$ cat src/rtl/hazard_pkg.sv
// hazard_pkg: shared definitions for the ID/EX hazard controller.
//   state_e          - controller states (RUN, DRAIN, HALTED)
//   DRAIN_CYCLES_DEF - default number of cycles for hlt to drain EX/MEM/WB
package hazard_pkg;

  typedef enum logic [1:0] {
    ST_RUN    = 2'd0,
    ST_DRAIN  = 2'd1,
    ST_HALTED = 2'd2
  } state_e;

  localparam int unsigned DRAIN_CYCLES_DEF = 3;

endpackage

$ cat src/rtl/hazard_unit_sat_counter.sv
// sat_counter: event counter that sticks at all-ones instead of wrapping.
//   clock - rising-edge clock
//   reset - asynchronous active-high clear
//   inc   - count one event this cycle
//   count - current (registered) count
module sat_counter #(
  parameter int unsigned NB_CNT = 16
) (
  input  logic              clock,
  input  logic              reset,
  input  logic              inc,
  output logic [NB_CNT-1:0] count
);

  logic [NB_CNT-1:0] count_q, count_d;

  always_comb begin
    count_d = count_q;
    if (inc && (count_q != '1)) count_d = count_q + 1'b1;
  end

  always_ff @(posedge clock or posedge reset) begin
    if (reset) count_q <= '0;
    else       count_q <= count_d;
  end

  assign count = count_q;

endmodule

$ cat src/rtl/hazard_unit.sv
// hazard_unit: pipeline hazard controller on the write side of ID/EX.
// Handles load-use stalls, taken-branch flushes and the hlt drain sequence.
//   i_clock, i_reset               - clock, asynchronous active-high reset
//   ID_rs, ID_rt, ID_uses_rt       - source operands of the ID instruction
//   ID_hlt                         - ID instruction is hlt
//   EX_mem_read, EX_rt             - EX instruction is a load into EX_rt
//   EX_branch_taken                - branch in EX resolved taken
//   o_pc_write, o_if_id_write      - PC / IF-ID update enables (combinational)
//   o_if_id_flush, o_id_ex_flush   - nop / bubble insertion (combinational)
//   o_halted                       - pipeline empty after hlt (registered)
//   o_stall_count, o_flush_count   - saturating event counters (registered)
module hazard_unit
  import hazard_pkg::*;
#(
  parameter int unsigned NB_REG       = 5,
  parameter int unsigned NB_CNT       = 16,
  parameter int unsigned DRAIN_CYCLES = DRAIN_CYCLES_DEF
) (
  input  logic              i_clock,
  input  logic              i_reset,
  input  logic [NB_REG-1:0] ID_rs,
  input  logic [NB_REG-1:0] ID_rt,
  input  logic              ID_uses_rt,
  input  logic              ID_hlt,
  input  logic              EX_mem_read,
  input  logic [NB_REG-1:0] EX_rt,
  input  logic              EX_branch_taken,
  output logic              o_pc_write,
  output logic              o_if_id_write,
  output logic              o_if_id_flush,
  output logic              o_id_ex_flush,
  output logic              o_halted,
  output logic [NB_CNT-1:0] o_stall_count,
  output logic [NB_CNT-1:0] o_flush_count
);

  localparam int unsigned NB_DRN = (DRAIN_CYCLES > 1) ? $clog2(DRAIN_CYCLES) : 1;
  localparam logic [NB_DRN-1:0] DRN_LOAD = NB_DRN'(DRAIN_CYCLES - 1);

  state_e            state_q, state_d;
  logic [NB_DRN-1:0] drn_q, drn_d;
  logic              halted_q;
  logic              load_use;
  logic              inc_stall, inc_flush;

  // $0 is never a real destination, so a load into it cannot create a hazard.
  assign load_use = EX_mem_read && (EX_rt != '0) &&
                    ((EX_rt == ID_rs) || (ID_uses_rt && (EX_rt == ID_rt)));

  always_comb begin
    state_d       = state_q;
    drn_d         = drn_q;
    o_pc_write    = 1'b0;
    o_if_id_write = 1'b0;
    o_if_id_flush = 1'b0;
    o_id_ex_flush = 1'b0;
    inc_stall     = 1'b0;
    inc_flush     = 1'b0;
    case (state_q)
      ST_RUN: begin
        if (EX_branch_taken) begin
          o_pc_write    = 1'b1;
          o_if_id_write = 1'b1;
          o_if_id_flush = 1'b1;
          o_id_ex_flush = 1'b1;
          inc_flush     = 1'b1;
        end else if (load_use) begin
          o_id_ex_flush = 1'b1;
          inc_stall     = 1'b1;
        end else if (ID_hlt) begin
          // hlt itself enters ID/EX; fetch is frozen from here on.
          state_d = ST_DRAIN;
          drn_d   = DRN_LOAD;
        end else begin
          o_pc_write    = 1'b1;
          o_if_id_write = 1'b1;
        end
      end
      ST_DRAIN: begin
        o_id_ex_flush = 1'b1;
        if (drn_q == '0) state_d = ST_HALTED;
        else             drn_d   = drn_q - 1'b1;
      end
      ST_HALTED: begin
        o_id_ex_flush = 1'b1;
      end
      default: state_d = ST_RUN;
    endcase
    // Reset forces a nop into both pipeline registers regardless of state.
    if (i_reset) begin
      o_pc_write    = 1'b0;
      o_if_id_write = 1'b0;
      o_if_id_flush = 1'b1;
      o_id_ex_flush = 1'b1;
    end
  end

  always_ff @(posedge i_clock or posedge i_reset) begin
    if (i_reset) begin
      state_q  <= ST_RUN;
      drn_q    <= '0;
      halted_q <= 1'b0;
    end else begin
      state_q  <= state_d;
      drn_q    <= drn_d;
      halted_q <= (state_d == ST_HALTED);
    end
  end

  assign o_halted = halted_q;

  sat_counter #(.NB_CNT(NB_CNT)) u_stall_cnt (
    .clock (i_clock),
    .reset (i_reset),
    .inc   (inc_stall),
    .count (o_stall_count)
  );

  sat_counter #(.NB_CNT(NB_CNT)) u_flush_cnt (
    .clock (i_clock),
    .reset (i_reset),
    .inc   (inc_flush),
    .count (o_flush_count)
  );

endmodule
$ cat config.mk
export PLATFORM = sky130hd
export DESIGN_NAME = hazard_unit
export DESIGN_NICKNAME = d
export VERILOG_FILES = /design/src/rtl/hazard_pkg.sv /design/src/rtl/hazard_unit_sat_counter.sv /design/src/rtl/hazard_unit.sv
export SDC_FILE = /design/constraint.sdc
export NUM_CORES = 1
export LEC_CHECK = 0
export CAP_MARGIN = 20
export CORE_UTILIZATION = 52
export DETAILED_ROUTE_END_ITERATION = 8
export HOLD_SLACK_MARGIN = 0.15
export MAX_ROUTING_LAYER = met4
export PLACE_DENSITY_LB_ADDON = 0.12
export SYNTH_ARGS = -nofsm -noshare
export SYNTH_HDL_FRONTEND = slang
export SYNTH_HIERARCHICAL = 1
export SYNTH_SLANG_ARGS = --single-unit
$ cat constraint.sdc
create_clock -name i_clock -period 4.7 [get_ports i_clock]
set_clock_uncertainty 0.05 [all_clocks]
set_input_delay 0.47 -clock i_clock [delete_from_list [all_inputs] [get_ports i_clock]]
set_output_delay 0.47 -clock i_clock [all_outputs]
set_load 0.05 [all_outputs]
; ---- After elaboration in Yosys (flattened, before gate mapping)
; Cells that the tools add are included.
[classes]
reduce_logical = 12
eq_ne = 11
muxes = 24
n_addsub = 3
[ops]
columns = operator, n
row1 = "adder 16 x 1 -> 16 bit, second input constant", 2
row2 = "!= test 16 bit, second input constant", 2
row3 = 2-to-1 mux 2 bit, 8
row4 = 2-to-1 mux 1 bit, 13
row5 = == test 5 bit, 2
row6 = "!= test 2 bit, second input constant", 4
row7 = one-hot mux 2 bit (3 select lines), 1
row8 = logical AND 1 bit, 5
row9 = AND reduction 5 bit, 1
row10 = nonzero test 5 bit, 1
row11 = "== test 2 bit, second input constant", 2
row12 = logical NOT 2 bit, 2
row13 = one-hot mux 2 bit (2 select lines), 1
row14 = "== test 2 x 1 -> 1 bit, second input constant", 1
row15 = one-hot mux 1 bit (2 select lines), 1
row16 = nonzero test 2 bit, 1
row17 = OR reduction 2 bit, 1
row18 = "subtractor 2 x 1 -> 2 bit, second input constant", 1
row19 = logical OR 1 bit, 1
[totals]
elab_cells = 55
output_inout_bits = 37
regBits = 37
input_bits = 21

; ---- Logic depth before layout (Yosys ltp)
; Gate-level depths: netlist of the first run.
[depth]
word_depth = 8
mapped_depth = 9
mapped_depth_nobuf = 9

; ---- Hierarchy
; The synthesis of the first run kept the hierarchy.
[modules_own_cells]
columns = mod, instances, cells_per_inst, seq_area_each_um2, area_per_inst_um2
row1 = sat_counter, 2, 71, 400.4, 805.8
row2 = hazard_unit, 1, 71, 125.1, 579.3

; ---- Worst setup path before layout of the first run
; Ideal clock, no wire load.
[synth_path]
kind = input -> output
from = in EX_rt[4]
to = out o_id_ex_flush
n_path_buf = 0
t_arrival_ps = 2341
path_stages = 5
path_slack_ps = 1839
required_ps = 4180
cell_sequence = xnor2_1 nand3_1 o22ai_1 a21oi_2 o31ai_1
[synth_between]
elab_chain_len = 8
word_cells_on_any_way = 11
cone_classes = eq/ne (2) / mux (4) / reduce/logical (5)
[synth_lines]
columns = element, line_no
row1 = "start, declared", hazard_unit.sv:26  ; input logic [NB_REG-1:0] EX_rt,
row2 = == test 5 bit, hazard_unit.sv:48  ; ((EX_rt == ID_rs) || (ID_uses_rt && (EX_rt == ID_rt)));
row3 = logical AND 1 bit, hazard_unit.sv:48
row4 = logical OR 1 bit, hazard_unit.sv:48
row5 = logical AND 1 bit *, hazard_unit.sv:47  ; assign load_use = EX_mem_read && (EX_rt != '0) &&
row6 = 2-to-1 mux 1 bit *, hazard_unit.sv:67  ; end else if (load_use) begin
row7 = 2-to-1 mux 1 bit *, hazard_unit.sv:61  ; if (EX_branch_taken) begin
row8 = one-hot mux 1 bit (2 select lines) *, hazard_unit.sv:59  ; case (state_q)
row9 = 2-to-1 mux 1 bit *, hazard_unit.sv:90  ; if (i_reset) begin
row10 = "end, declared", hazard_unit.sv:31  ; output logic o_id_ex_flush,
; Every way passes the cells marked *; elsewhere a longest branch is shown, timed or not.

; ---- Worst setup path in the final report of the first run
[layout_path]
from = in EX_rt[0]
to = out o_id_ex_flush
; The elaborated chain is that of the path after synthesis.

==> results of run 1 <==
cell usage in the layout, fill, tap and decap left out, types with 2 or more instances in the layout:
cell type / count
clkdlybuf4s50_1: 57
dfrtp_1: 37
xnor2_1: 32
nand2_1: 18
nand3_1: 16
nor2_1: 12
inv_1: 11
nand4_1: 11
ha_1: 8
and3_1: 8
a21oi_1: 7
clkbuf_8: 6
and4_1: 6
o21ai_0: 5
mux2_2: 4
mux2i_1: 3
a211oi_1: 3
o21ai_2: 2
and4_2: 2
nand4_2: 2
nor4_4: 2
nand2b_1: 2
nand4_4: 2
nand2_2: 2
and3_2: 2
and2_1: 2
o21a_1: 2
metal layers:
layer  global-route usage  wire length [um]  up-vias
li1                     -                 -      894
met1               0.2667              2099      829
met2               0.3674              2166       61
met3              0.04110               220        5
met4              0.09043                49        0
met5                    -                 0        -
power by group through the flow:
stage | clock network [mW] | logic [mW] | registers (mW)
floorplan | 0 | 0.0191 | 0.324
global placement | 0 | 0.0440 | 0.324
detailed placement | 0 | 0.0443 | 0.324
CTS | 0.241 | 0.0444 | 0.318
global route | 0.252 | 0.0474 | 0.318
finish | 0.235 | 0.0435 | 0.318
final cells by class:
type | count | area share
multi-input cells | 164 | 0.4175
flip-flops and latches | 37 | 0.3179
repair buffers | 57 | 0.1959
clock buffers | 6 | 0.02835
well taps | 50 | 0.02148
inverters | 11 | 0.01418
clock inverters | 2 | 0.004725
how the worst max path moves through the flow:
stage | start | to
CTS | EX_rt[1] | o_if_id_write
global placement | EX_rt[2] | o_if_id_write
detailed placement | EX_rt[1] | o_if_id_write
floorplan | EX_rt[4] | o_id_ex_flush
finish | EX_rt[0] | o_id_ex_flush
global route | EX_rt[0] | o_id_ex_flush
flip-flops by register name, summed over array words and instances, names as in the netlist:
name               cells
drn_q                  2
o_halted               1
state_q                2
u_flush_cnt/count     16
u_stall_cnt/count     16
logic make-up (layout without fill, tap and decap cells):
group	after synthesis	count (layout)
simple gates	91	91
flops	37	37
xor+xnor	32	32
compound gates	25	25
buf+inv	12	76
fa+ha+maj	8	8
mux	8	8
==> flow_metrics.env, run 1 <==
export IMPL_sw_frac_of_total=0.2287
export IMPL_ir_drop_mv=0.1325
export IMPL_synth_most_common_cell="dfrtp_1"
export IMPL_place_congestion=0.8704
export IMPL_ys_ff_latch=37
export IMPL_register_area_um2=925.9
export IMPL_grt_ovfl_total=0
export IMPL_cp_end_kind="output port"
export IMPL_combPwrFrac=0.073
export IMPL_placed_cells_incl_taps=319
export IMPL_numCtsBuffers=5
export IMPL_grt_antenna_before_repair=0
export IMPL_cts_sinks=37
export IMPL_whs_ns=0.4475
export IMPL_fin_crit_sh=0.7208
export IMPL_ys_flop_type="dfrtp_1"
export IMPL_synth_edf_count=0
export IMPL_cts_setup_buffers=0
export IMPL_start_util=0.5438
export IMPL_ys_top_cells_by_count="dfrtp_1, xnor2_1, nand2_1"
export IMPL_cts_resized=0
export IMPL_clk_root_buffer_cell="clkbuf_8"
export IMPL_dieArea_um2=4477
export IMPL_leakage_nw=1.270
export IMPL_drv_slew=0
export IMPL_crit_fanout=5
export IMPL_synth_compound_area_frac=0.07596
export IMPL_critPathLaunchType="input port"
export IMPL_synth_area_per_cell_um2=10.29
export IMPL_power_density_nw_per_um2=204.7
export IMPL_p_int_mw=0.4600
export IMPL_drive_gt1_frac=0.1083
export IMPL_finalSetupTns_ns=0
export IMPL_power_total_mw=0.5964
export IMPL_dieWidth_um=66.91
export IMPL_postCtsHoldBufs=0
export IMPL_antenna_left=0
export IMPL_placed_cell_area_um2=2816
export IMPL_clk_latency_ns=0.29
export IMPL_drc_errors=0
export IMPL_first_pass_iters=4
export IMPL_clkTransAtPathRegs_ns=0.08
export IMPL_finalSetupViolCount=0
export IMPL_yosysTopAreaCell="dfrtp_1"
export IMPL_top_level_ports=58
export IMPL_utilization=0.7230
export IMPL_pre_cts_slack_ns=1.306
export IMPL_synth_warnings=6
export IMPL_synth_area_um2=2191
export IMPL_syn2layout_area_growth_pct=32.95
export IMPL_synth_top_family_by_area="simple AND/OR/NAND/NOR gates"
export IMPL_drtIter0Drc=76
export IMPL_reg2reg_depth=8
export IMPL_ys_types=37
export IMPL_synthMuxAreaShare=0.04112
export IMPL_synth_fa_ha_area_frac=0.04569
export IMPL_pwr_share_seq=0.533
export IMPL_seq_area_frac_synth=0.4226
export IMPL_cp_top_family="buffers and inverters"
export IMPL_rows=23
export IMPL_slowest_stage="clkdlybuf4s50_1"
export IMPL_fillers=310
export IMPL_worstReg2RegEnd="u_stall_cnt/count[14]$_DFFE_PP0P_"
export IMPL_synth_area_leaders="dfrtp_1, xnor2_1, ha_1"
export IMPL_num_vias=1789
export IMPL_worstSetupPathType="in2out"
export IMPL_fin_ws_ns=1.312
export IMPL_fin_area_um2=2913
export IMPL_multi_input_area_um2=1216
export IMPL_antenna_cells=0
export IMPL_r2r_slack_ns=2.07
export IMPL_slew_headroom=0.5856
export IMPL_maxCapViolCount=0
export IMPL_async_flop_share=1.000
export IMPL_wl_um=4535
export IMPL_path_buf_inv=2
export IMPL_status="finished clean"
export IMPL_grt_use_total=0.2226
export IMPL_cp_common_cell="clkdlybuf4s50_1"
export IMPL_hold_viol=0
export IMPL_rr_startpoint="state_q[0]$_DFF_PP0_"
export IMPL_grt_pass1_vias=1699
export IMPL_h_tree_depth=2
export IMPL_cp_data_arrival_time_ns=2.87
export IMPL_synthCells=213
export IMPL_min_period_ns=3.388
export IMPL_grt_pass1_wl_um=7355
export IMPL_cp_data_required_time_ns=4.18
export IMPL_fmax_ghz=0.2952
export IMPL_stdcell_count=327
export IMPL_grt_max_degree=17
export IMPL_worst_pin_slew_ns=0.6209
export IMPL_post_dp_hpwl_um=3358
export IMPL_hold_class="in2async"
export IMPL_synthXorXnorAreaFrac=0.1279
export IMPL_port_buffer_count=57
export IMPL_clock_path_buffers=2
export IMPL_rsz0062_at_grt="no"
export IMPL_yosys_area_share_simple=0.2644
export IMPL_clkPwrFrac=0.394
export IMPL_switching_power_mw=0.1364
export IMPL_synth_top_area_share=0.4226
export IMPL_viasPerCell=5.471
export IMPL_crit_path_cell_trace="clkdlybuf4s50_1 > xnor2_1 > nand4_1 > o22ai_1 > a21oi_2 > o31ai_1 > clkdlybuf4s50_1"
export IMPL_slowest_delay_ns=0.84
export IMPL_synth_net_count=242
export IMPL_fin_nets=305
export IMPL_core_area_um2=4029
export IMPL_die_h_um=66.91
export IMPL_cts_tree="yes"
export IMPL_avgRoutedWirePerCell_um=13.87
export IMPL_cp_num_cells=7
Power figures use the tool's default switching activity.
==> run 2: changes to the inputs <==
- CORE_UTILIZATION: 52 -> 49
- clock period: 4.7 -> 3.45 ns (I/O delays scaled with it)
==> flow_metrics.env, run 2 (synthesis results as in run 1) <==
export IMPL_syn2layout_area_growth_pct=34.38
export IMPL_power_total_mw=0.8806
export IMPL_drv_slew=0
export IMPL_dieArea_um2=4742
export IMPL_fmax_ghz=0.3742
export IMPL_cp_end_kind="output port"
export IMPL_rows=23
export IMPL_worst_pin_slew_ns=0.6221
export IMPL_post_dp_hpwl_um=3457
export IMPL_crit_start="state_q[0]$_DFF_PP0_"
export IMPL_cp_data_required_time_ns=3.05
export IMPL_fin_crit_sh=0.7747
export IMPL_fin_area_um2=2944
export IMPL_placed_cell_area_um2=2824
export IMPL_status="finished clean"
export IMPL_postCtsHoldBufs=0
export IMPL_num_vias=1769
export IMPL_numCtsBuffers=5
export IMPL_grt_pass1_wl_um=7548
export IMPL_clock_path_buffers=2
export IMPL_cts_setup_buffers=0
export IMPL_clk_latency_ns=0.29
export IMPL_clk_root_buffer_cell="clkbuf_8"
export IMPL_slew_headroom=0.5848
export IMPL_cp_data_arrival_time_ns=2.28
export IMPL_drc_errors=0
export IMPL_cts_sinks=37
export IMPL_first_pass_iters=4
export IMPL_wl_um=4599
export IMPL_dieWidth_um=68.87
export IMPL_hold_class="in2async"
export IMPL_port_buffer_count=57
export IMPL_die_h_um=68.87
export IMPL_ir_drop_mv=0.2267
export IMPL_layout_commonest_cell="clkdlybuf4s50_1"
export IMPL_h_tree_depth=2
export IMPL_rr_startpoint="state_q[0]$_DFF_PP0_"
export IMPL_grt_ovfl_total=0
export IMPL_fillers=340
export IMPL_antenna_left=0
export IMPL_hold_viol=0
export IMPL_finalSetupTns_ns=0
export IMPL_rsz0062_at_grt="no"
export IMPL_critPathLaunchType="flip-flop"
export IMPL_clkTransAtPathRegs_ns=0.07
export IMPL_maxCapViolCount=0
export IMPL_fin_ws_ns=0.7774
export IMPL_top_level_ports=58
export IMPL_grt_max_degree=17
export IMPL_grt_pass1_vias=1681
export IMPL_antenna_cells=0
export IMPL_viasPerCell=5.377
export IMPL_worstSetupPathType="reg2out"
export IMPL_grt_antenna_before_repair=0
export IMPL_leakage_nw=1.291
export IMPL_cts_tree="yes"
export IMPL_power_density_nw_per_um2=299.1
export IMPL_min_period_ns=2.673
export IMPL_finalSetupViolCount=0
export IMPL_fin_nets=307
export IMPL_place_congestion=0.9061
export IMPL_reg2reg_depth=8
export IMPL_core_area_um2=4144
export IMPL_start_util=0.5287
export IMPL_cts_resized=0
export IMPL_grt_use_total=0.2238
export IMPL_avgRoutedWirePerCell_um=13.98
export IMPL_pre_cts_slack_ns=0.6349
export IMPL_drive_gt1_frac=0.1254
export IMPL_mostFrequentLayoutCells="clkdlybuf4s50_1, dfrtp_1, xnor2_1"
export IMPL_drtIter0Drc=80
export IMPL_crit_fanout=7
[run 2: final cells by class]
| type | instances | area [um^2] | share of cell area |
|---|---|---|---|
| clock buffer | 6 | 82.58 | 0.02805 |
| clock inverter | 2 | 37.54 | 0.01275 |
| inverter | 11 | 41.29 | 0.01402 |
| multi-input combinational | 164 | 1216 | 0.4131 |
| sequential | 37 | 925.9 | 0.3145 |
| tap | 50 | 62.56 | 0.02125 |
| timing repair buffer | 59 | 578.1 | 0.1963 |
[run 2: worst max-delay path: stages, from the launching register on]
cell	delay [ns]
dfrtp_1	0.41
inv_1	0.13
ha_1	0.32
inv_1	0.14
o21ai_0	0.16
clkdlybuf4s50_1	0.83
[run 2: per-layer routing]
layer | routed length, um | up-vias | track usage
met1 | 2125 | 826 | 0.2837
met5 | 0 | - | -
li1 | - | 897 | -
met4 | 76 | 0 | 0.07653
met3 | 197 | 6 | 0.05428
met2 | 2199 | 40 | 0.3483
[run 2: worst paths after layout]
check | slack [ns] | end
max | 0.78 | o_if_id_flush
min | 0.34 | state_q[0]$_DFF_PP0_
max reg2reg | 1.03 | u_flush_cnt/count[14]$_DFFE_PP0P_
min reg2reg | 0.47 | u_flush_cnt/count[15]$_DFFE_PP0P_
max in group asynchronous | 2.45 | u_flush_cnt/count[2]$_DFFE_PP0P_
min in group i_clock | 0.47 | u_flush_cnt/count[15]$_DFFE_PP0P_
[run 2: per-stage QoR]
stage | hold WS [ns] | cells | utilization
floorplan | 0.08752 | 213 | -
global placement | 0.4508 | 321 | 0.6815
detailed placement | 0.4534 | 321 | 0.6815
CTS | 0.3387 | 329 | 0.7104
global route | 0.3723 | 329 | 0.7104
finish | 0.3450 | 329 | 0.7104
[run 2: power by group]
| group | internal [mW] | leakage [nW] | switching [mW] |
|---|---|---|---|
| logic | 0.0322 | 0.732 | 0.0286 |
| registers | 0.433 | 0.502 | 0 |
| clock network | 0.235 | 0.0574 | 0.151 |
| total | 0.701 | 1.29 | 0.180 |
